===== src/rtl/ras_ckpt_if.sv =====
// Predictor-side bundle for the checkpointable return address stack.
// master = branch predictor / branch unit, slave = ras_ckpt.
interface ras_ckpt_if #(
    parameter int RAS_DEPTH        = 8,
    parameter int RAS_TARGET_WIDTH = 10
);
    localparam int LOG_RAS_DEPTH = $clog2(RAS_DEPTH);

    logic                        push_valid;
    logic [RAS_TARGET_WIDTH-1:0] push_target;
    logic                        pop_valid;
    logic [RAS_TARGET_WIDTH-1:0] top_target;
    logic                        top_valid;
    logic [LOG_RAS_DEPTH-1:0]    ras_index;
    logic [LOG_RAS_DEPTH:0]      ras_count;
    logic                        restore_valid;
    logic [LOG_RAS_DEPTH-1:0]    restore_index;
    logic [LOG_RAS_DEPTH:0]      restore_count;
    logic [RAS_TARGET_WIDTH-1:0] restore_target;

    modport master (
        output push_valid, push_target, pop_valid,
        output restore_valid, restore_index, restore_count, restore_target,
        input  top_target, top_valid, ras_index, ras_count
    );

    modport slave (
        input  push_valid, push_target, pop_valid,
        input  restore_valid, restore_index, restore_count, restore_target,
        output top_target, top_valid, ras_index, ras_count
    );
endinterface


===== src/rtl/ras_ckpt.sv =====
// Checkpointable circular return address stack with saturating occupancy count.
// Latency: top_target is a combinational read (pop 0 cycles), push visible next cycle.
// Backpressure: none, always accepts. Optional RAS_LINK_REPAIR_EN rewrites entry[restore_index] on restore.
module ras_ckpt #(
    parameter  int RAS_DEPTH        = 8,
    parameter  int RAS_TARGET_WIDTH = 10,
    localparam int LOG_RAS_DEPTH    = $clog2(RAS_DEPTH)
) (
    input logic       CLK,
    input logic       RST,
    ras_ckpt_if.slave bus
);
    localparam logic [LOG_RAS_DEPTH:0] FULL_CNT = (LOG_RAS_DEPTH+1)'(RAS_DEPTH);

    logic [RAS_TARGET_WIDTH-1:0] mem_q [RAS_DEPTH];
    logic [RAS_TARGET_WIDTH-1:0] mem_d [RAS_DEPTH];
    logic [LOG_RAS_DEPTH-1:0]    top_q, top_d;
    logic [LOG_RAS_DEPTH:0]      count_q, count_d;
    logic [LOG_RAS_DEPTH-1:0]    top_inc;
    logic [LOG_RAS_DEPTH-1:0]    top_dec;

    assign top_inc = top_q + 1'b1;
    assign top_dec = top_q - 1'b1;

    always_comb begin
        mem_d   = mem_q;
        top_d   = top_q;
        count_d = count_q;
        if (bus.restore_valid) begin
            top_d   = bus.restore_index;
            count_d = bus.restore_count;
`ifdef RAS_LINK_REPAIR_EN
            mem_d[bus.restore_index] = bus.restore_target;
`endif
        end else if (bus.push_valid && bus.pop_valid) begin
            // Coroutine swap: replace the top in place, depth unchanged.
            mem_d[top_q] = bus.push_target;
            if (count_q == '0) begin
                count_d = (LOG_RAS_DEPTH+1)'(1);
            end
        end else if (bus.push_valid) begin
            mem_d[top_inc] = bus.push_target;
            top_d          = top_inc;
            if (count_q != FULL_CNT) begin
                count_d = count_q + 1'b1;
            end
        end else if (bus.pop_valid) begin
            // Underflow still moves the pointer so a later push lands where expected.
            top_d = top_dec;
            if (count_q != '0) begin
                count_d = count_q - 1'b1;
            end
        end
    end

`ifndef RAS_LINK_REPAIR_EN
    logic [RAS_TARGET_WIDTH-1:0] unused_restore_target;
    assign unused_restore_target = bus.restore_target;
`endif

    always_ff @(posedge CLK or posedge RST) begin
        if (RST) begin
            mem_q   <= '{default: '0};
            top_q   <= '0;
            count_q <= '0;
        end else begin
            mem_q   <= mem_d;
            top_q   <= top_d;
            count_q <= count_d;
        end
    end

    assign bus.top_target = mem_q[top_q];
    assign bus.top_valid  = (count_q != '0);
    assign bus.ras_index  = top_q;
    assign bus.ras_count  = count_q;
endmodule


===== src/flat_wrapper.sv =====
// flat-port wrapper written by rule: the top's interface ports become plain ports
module ras_ckpt_flat 
#(
    parameter  int RAS_DEPTH        = 8,
    parameter  int RAS_TARGET_WIDTH = 10,
    localparam int LOG_RAS_DEPTH    = $clog2(RAS_DEPTH)
)
  (CLK, RST, bus_push_valid, bus_push_target, bus_pop_valid, bus_restore_valid, bus_restore_index, bus_restore_count, bus_restore_target, bus_top_target, bus_top_valid, bus_ras_index, bus_ras_count);
  ras_ckpt_if #(.RAS_DEPTH(RAS_DEPTH), .RAS_TARGET_WIDTH(RAS_TARGET_WIDTH)) bus_i ();
  input logic CLK;
  input logic RST;
  input wire logic [$bits(bus_i.push_valid)-1:0] bus_push_valid;
  input wire logic [$bits(bus_i.push_target)-1:0] bus_push_target;
  input wire logic [$bits(bus_i.pop_valid)-1:0] bus_pop_valid;
  input wire logic [$bits(bus_i.restore_valid)-1:0] bus_restore_valid;
  input wire logic [$bits(bus_i.restore_index)-1:0] bus_restore_index;
  input wire logic [$bits(bus_i.restore_count)-1:0] bus_restore_count;
  input wire logic [$bits(bus_i.restore_target)-1:0] bus_restore_target;
  output wire logic [$bits(bus_i.top_target)-1:0] bus_top_target;
  output wire logic [$bits(bus_i.top_valid)-1:0] bus_top_valid;
  output wire logic [$bits(bus_i.ras_index)-1:0] bus_ras_index;
  output wire logic [$bits(bus_i.ras_count)-1:0] bus_ras_count;
  assign bus_i.push_valid = bus_push_valid;
  assign bus_i.push_target = bus_push_target;
  assign bus_i.pop_valid = bus_pop_valid;
  assign bus_i.restore_valid = bus_restore_valid;
  assign bus_i.restore_index = bus_restore_index;
  assign bus_i.restore_count = bus_restore_count;
  assign bus_i.restore_target = bus_restore_target;
  assign bus_top_target = bus_i.top_target;
  assign bus_top_valid = bus_i.top_valid;
  assign bus_ras_index = bus_i.ras_index;
  assign bus_ras_count = bus_i.ras_count;
  ras_ckpt #(.RAS_DEPTH(RAS_DEPTH), .RAS_TARGET_WIDTH(RAS_TARGET_WIDTH)) u_core (.CLK(CLK), .RST(RST), .bus(bus_i));
endmodule

===== config.mk =====
export PLATFORM = sky130hd
export DESIGN_NAME = ras_ckpt_flat
export DESIGN_NICKNAME = d
export VERILOG_FILES = /design/src/rtl/ras_ckpt_if.sv /design/src/rtl/ras_ckpt.sv /design/src/flat_wrapper.sv
export SDC_FILE = /design/constraint.sdc
export NUM_CORES = 1
export LEC_CHECK = 0
export CORE_MARGIN = 10
export CORE_UTILIZATION = 40
export DETAILED_ROUTE_END_ITERATION = 10
export PLACE_DENSITY = 0.67
export SLEW_MARGIN = 10
export SYNTH_ARGS = -nofsm -noshare
export SYNTH_HDL_FRONTEND = slang
export SYNTH_SLANG_ARGS = --single-unit

===== constraint.sdc =====
create_clock -name CLK -period 5.6 [get_ports CLK]
set_input_delay 0.56 -clock CLK [delete_from_list [all_inputs] [get_ports CLK]]
set_output_delay 0.56 -clock CLK [all_outputs]
set_load 0.03 [all_outputs]

# After elaboration in Yosys (flattened, before gate mapping)
# Index checks and enable logic that the tools add are counted.
# classes
addsub	4
multipliers	0
n_div	0
n_lt_le_gt_ge	4
n_eq_ne	4
shift	0
mux	22
bitwise_logic	3
reduce_logical	12
# ops
cell	count
$bwmux W80	2
$mux W80	2
$demux W10 S3	2
$mux W10	4
$bmux W10 S3	1
$mux W4	7
$mux W3	4
$reduce_bool A4 Y1	3
$ge A4 B4 Y1 const B	2
$lt A4 B1 Y1 const B	2
$not A3 Y4	2
$add A4 B1 Y4 const B	1
$logic_not A4 Y1	1
$ne A4 B1 Y1 const B	1
$ne A4 B4 Y1 const B	1
$reduce_and A2 Y1	2
$reduce_and A4 Y1	1
$sub A4 B1 Y4 const B	1
$add A3 B1 Y3 const B	1
$logic_and A1 B1 Y1	3
$ne A3 B3 Y1 const B	1
$reduce_bool A3 Y1	1
$sub A3 B1 Y3 const B	1
$ne A2 B2 Y1 const B	1
other kinds (2)	2
# totals
register_bits	87
latchBits	0
mem_bits_rw	0
mem_bits_ro	0
in_bits	32
out_inout_bits	18
word_cells	59
memories	0

# Logic depth before layout (Yosys ltp)
# depth
word_depth	9
mapped_depth	8
mapped_depth_nobuf	6

# Worst setup path after synthesis
# No wires, ideal clock.
# synth_timing
path_type	register -> output
start	register u_core.top_q[0], in the netlist u_core.bus.ras_index[0]
end	output port bus_top_target[0]
arrival_ns	2.108
required_time_ns	5.040
setup_slack_ns	2.932
path_stages_with_launch	6
path_buffers	3
cell_sequence	dfrtp_1 > buf_2 > buf_2 > clkbuf_1 > a311oi_1 > o21ai_0
# synth_via
elab_chain_cells	4
# synth_rtl
item	line_no	source
from (decl)	ras_ckpt.sv:17	logic [LOG_RAS_DEPTH-1:0] top_q, top_d;
from (signal assigned)	ras_ckpt.sv:68	top_q <= top_d;
$not A3 Y4 (not written as such)	ras_ckpt.sv:73	assign bus.top_target = mem_q[top_q];
$bmux W10 S3	ras_ckpt.sv:73	
$mux W10 (not written as such) (2 in series)	ras_ckpt.sv:73	
to (decl)	flat_wrapper.sv:19	output wire logic [$bits(bus_i.top_target)-1:0] bus_top_target;
# Every way passes these cells. The select of a mux whose other input is x is not followed.

# Final worst setup path
# layout_timing
start	register u_core.top_q[1], in the netlist u_core.bus.ras_index[1]
end	output port bus_top_target[9]
# The elaborated chain is that of the path after synthesis.

==> impl_results.md <==
- Status: finished clean
- Synth top area share: 0.491
- GRT overflow: 0
- Area Overhead vs Synth: 15.3%
- All-Layer GR Usage: 0.127
- Fmax: 276 MHz
- Placed standard-cell area: 4930 um^2
- Avg WL per Cell: 18.9 um
- Antenna Cells: 0
- Pin count of the biggest net entering global routing: just under 90
- CTS buffer count: 9
- Routed vias/inst: ~5.5
- Max Root-Sink Buffers: 2
- Number of global-route vias before repair: 2,996
- Antenna violations before repair: 0
- Total wire length: 10,100 um
- Ys Warns: 0
- Crit Path Class: register to output port
- Post-CTS sizing: 0
- Register area: about 2200 um^2
- Initial DRC Count: 161
- CP Capture Type: output port
- Core ar.: 10,800 um^2
- Layout cells sized above 1: 0.283
- Area of the mapped netlist: ~4400 um^2
- Crit-path cells: inv_1 > a221oi_1 > nor2_1 > a211o_1 > clkdlybuf4s50_1
- Worst-path clk slew: 0.08 ns
- # fillers: 1,021
- Port Buffers: 39
- Crit share post-route: 0.647
- DRC: 0
- Final core occ: 0.471
- Max-Cap Viols: 0
- Die ar.: 15,700 um^2
- Clock latency on the worst-skew pair: about 0.36 ns
- Most frequent cell after synthesis: dfrtp_1
- Final std cells w/o fill: 532
- Root Driver: clkbuf_8
- Crit path DAT: 3.06 ns
- Slowest cell delay on critical path: 1.00 ns
- CP Max Fanout: 24
- CTS H-tree depth: 3
- First-pass GRT wire length: 16,300 um
- Async SR Flop Fraction: 1.00
- VDD IR max: 194 uV
- Final #Nets: 424
- Area used by multi-input combinational logic: 2130 um^2
- Slew @ Worst Pin: 1.09 ns
- Placer Congestion: 0.748
- Critical Path RT: 5.04 ns
- I/O pin count: 50
- Setup tns final: 0 ns
- Effective utilization at floorplan: 0.409
- Final Hold Viols: 0
- Postcts setup bufs: 0
- Fin crit period: around 3.6 ns
- Die Ht: 125 um
- Die Width: 125 um
- Syn avg cell area: 12.6 um^2
- Detailed-route via count: 2,908
- Ys flop type: dfrtp_1
- Min-delay worst type: register to register
- Post-synth top area cell: dfrtp_1
- Mapped Nets: 388
- LEAKAGE: 2.13 nW
- Fin area: around 5100 um^2
- Setup violations, final: 0
- Drt first pass iters: 4
- Site Rows: 38
- Hold Slack: approximately 0.50 ns
- Antenna viol nets, final: 0
- Power Dens Cells: 444 nW/um^2
- Hold-fix buffers, CTS: 0
- CP max stage cell: dfrtp_1
- Sequential area share after synthesis: 0.491
- Distinct cells, synth: 54
- Relative slew margins: 0.271
- Placed Cells: 516
- Final Max Slew Viols: 0
- Post-synthesis cell count: 351
- Post-detail-place hpwl: 6480 um
- Crit start category: register
- Count of flip-flops with a built-in enable after synthesis: 0
- Setup Skew: 0.00587 ns
- CTS tree: done
- CTS Sinks: a little under 90
- Top cells by count, synth: 87 x dfrtp_1, 73 x mux2_2, 33 x nand2_1
- RSZ-0062 raised after global routing: no
- Area contributors post-synth: dfrtp_1 49%, mux2_2 19%, mux4_2 4.1%
- Synth Register Bits: 87
## critical path: cells and delay by family, from the launching register on
kind,cells,cell delay (ns)
AOI/OAI and AO/OA,2,0.61
and+or+nand+nor,1,0.07
DFF,1,1.00
buffers and inverters,2,1.01
## cell usage in the layout (no fill, tap or decap), types with 4 or more instances in the layout
cell and instances:
a21oi_1 6, a221oi_1 5, and3_1 4, buf_4 5, clkbuf_8 11, clkdlybuf4s50_1 39, dfrtp_1 87, ha_1 4
inv_1 5, mux2_1 12, mux2_2 73, mux2i_1 10, mux4_2 8, nand2_1 33, nand2b_1 5, nand3_1 6
nor2_1 12, nor2b_1 5, nor3_1 4, o21ai_0 5
## power by group
| group | switching, W | leakage (nW) | internal, W |
|---|---|---|---|
| clock | 0.000217 | 0.0894 | 0.000185 |
| combinational | 0.000370 | 0.987 | 0.000443 |
| sequential | 0.000151 | 1.06 | 0.000903 |
## metrics by stage
step,setup slack [ns],total power [W]
floorplan,2.79,0.00164
global placement,2.23,0.00185
detailed placement,2.21,0.00189
CTS,2.00,0.00229
global route,1.78,0.00241
finish,1.98,0.00227
## final cells by class
type,count,share of cell area
clock buffers,13,0.0311
clock inverters,3,0.00343
inverters,7,0.00539
multi-input cells,238,0.416
flip-flops and latches,87,0.426
well taps,140,0.0343
repair buffers,44,0.0837
## flip-flops by register name, summed over array words and instances (netlist names)
register and count:
u_core.bus.ras_count 4, u_core.bus.ras_index 3, u_core.mem_q 80
## worst paths after layout
| check | start | endpoint | slack [ns] | cells past startpoint |
|---|---|---|---|---|
| worst max-delay path | u_core.bus.ras_index[1] | bus_top_target[9] | 1.98 | 5 |
| max in group asynchronous | RST | u_core.mem_q[42] | 4.03 | 3 |
| worst min register to register | u_core.mem_q[52] | u_core.mem_q[52] | 0.50 | 1 |
| min in group asynchronous | RST | u_core.mem_q[36] | 0.85 | 3 |
| worst max register to register | u_core.bus.ras_index[1] | u_core.mem_q[48] | 2.11 | 6 |
| worst min-delay path | u_core.mem_q[52] | u_core.mem_q[52] | 0.50 | 1 |
## layer usage
layer  track usage  up-vias  part of all wire
li1              -     1364                 -
met1         0.173     1479              0.49
met5             0        -                 0
met2         0.199       55              0.47
met3        0.0283       10             0.033
met4        0.0352        0            0.0097
## kinds of logic (layout without fill, tap and decap cells)
family / Yosys count / in the layout / share of synthesized area
AOI/OAI and AO/OA: 46 / 46 / 0.0861
xor gates and xnor gates: 5 / 5 / 0.0116
adders and majority gates: 5 / 5 / 0.0158
buffers and inverters: 26 / 67 / 0.0288
DFF: 87 / 87 / 0.491
muxes: 103 / 103 / 0.279
and+or+nand+nor: 79 / 79 / 0.0872
No activity file was read; power rests on OpenSTA's default activity.
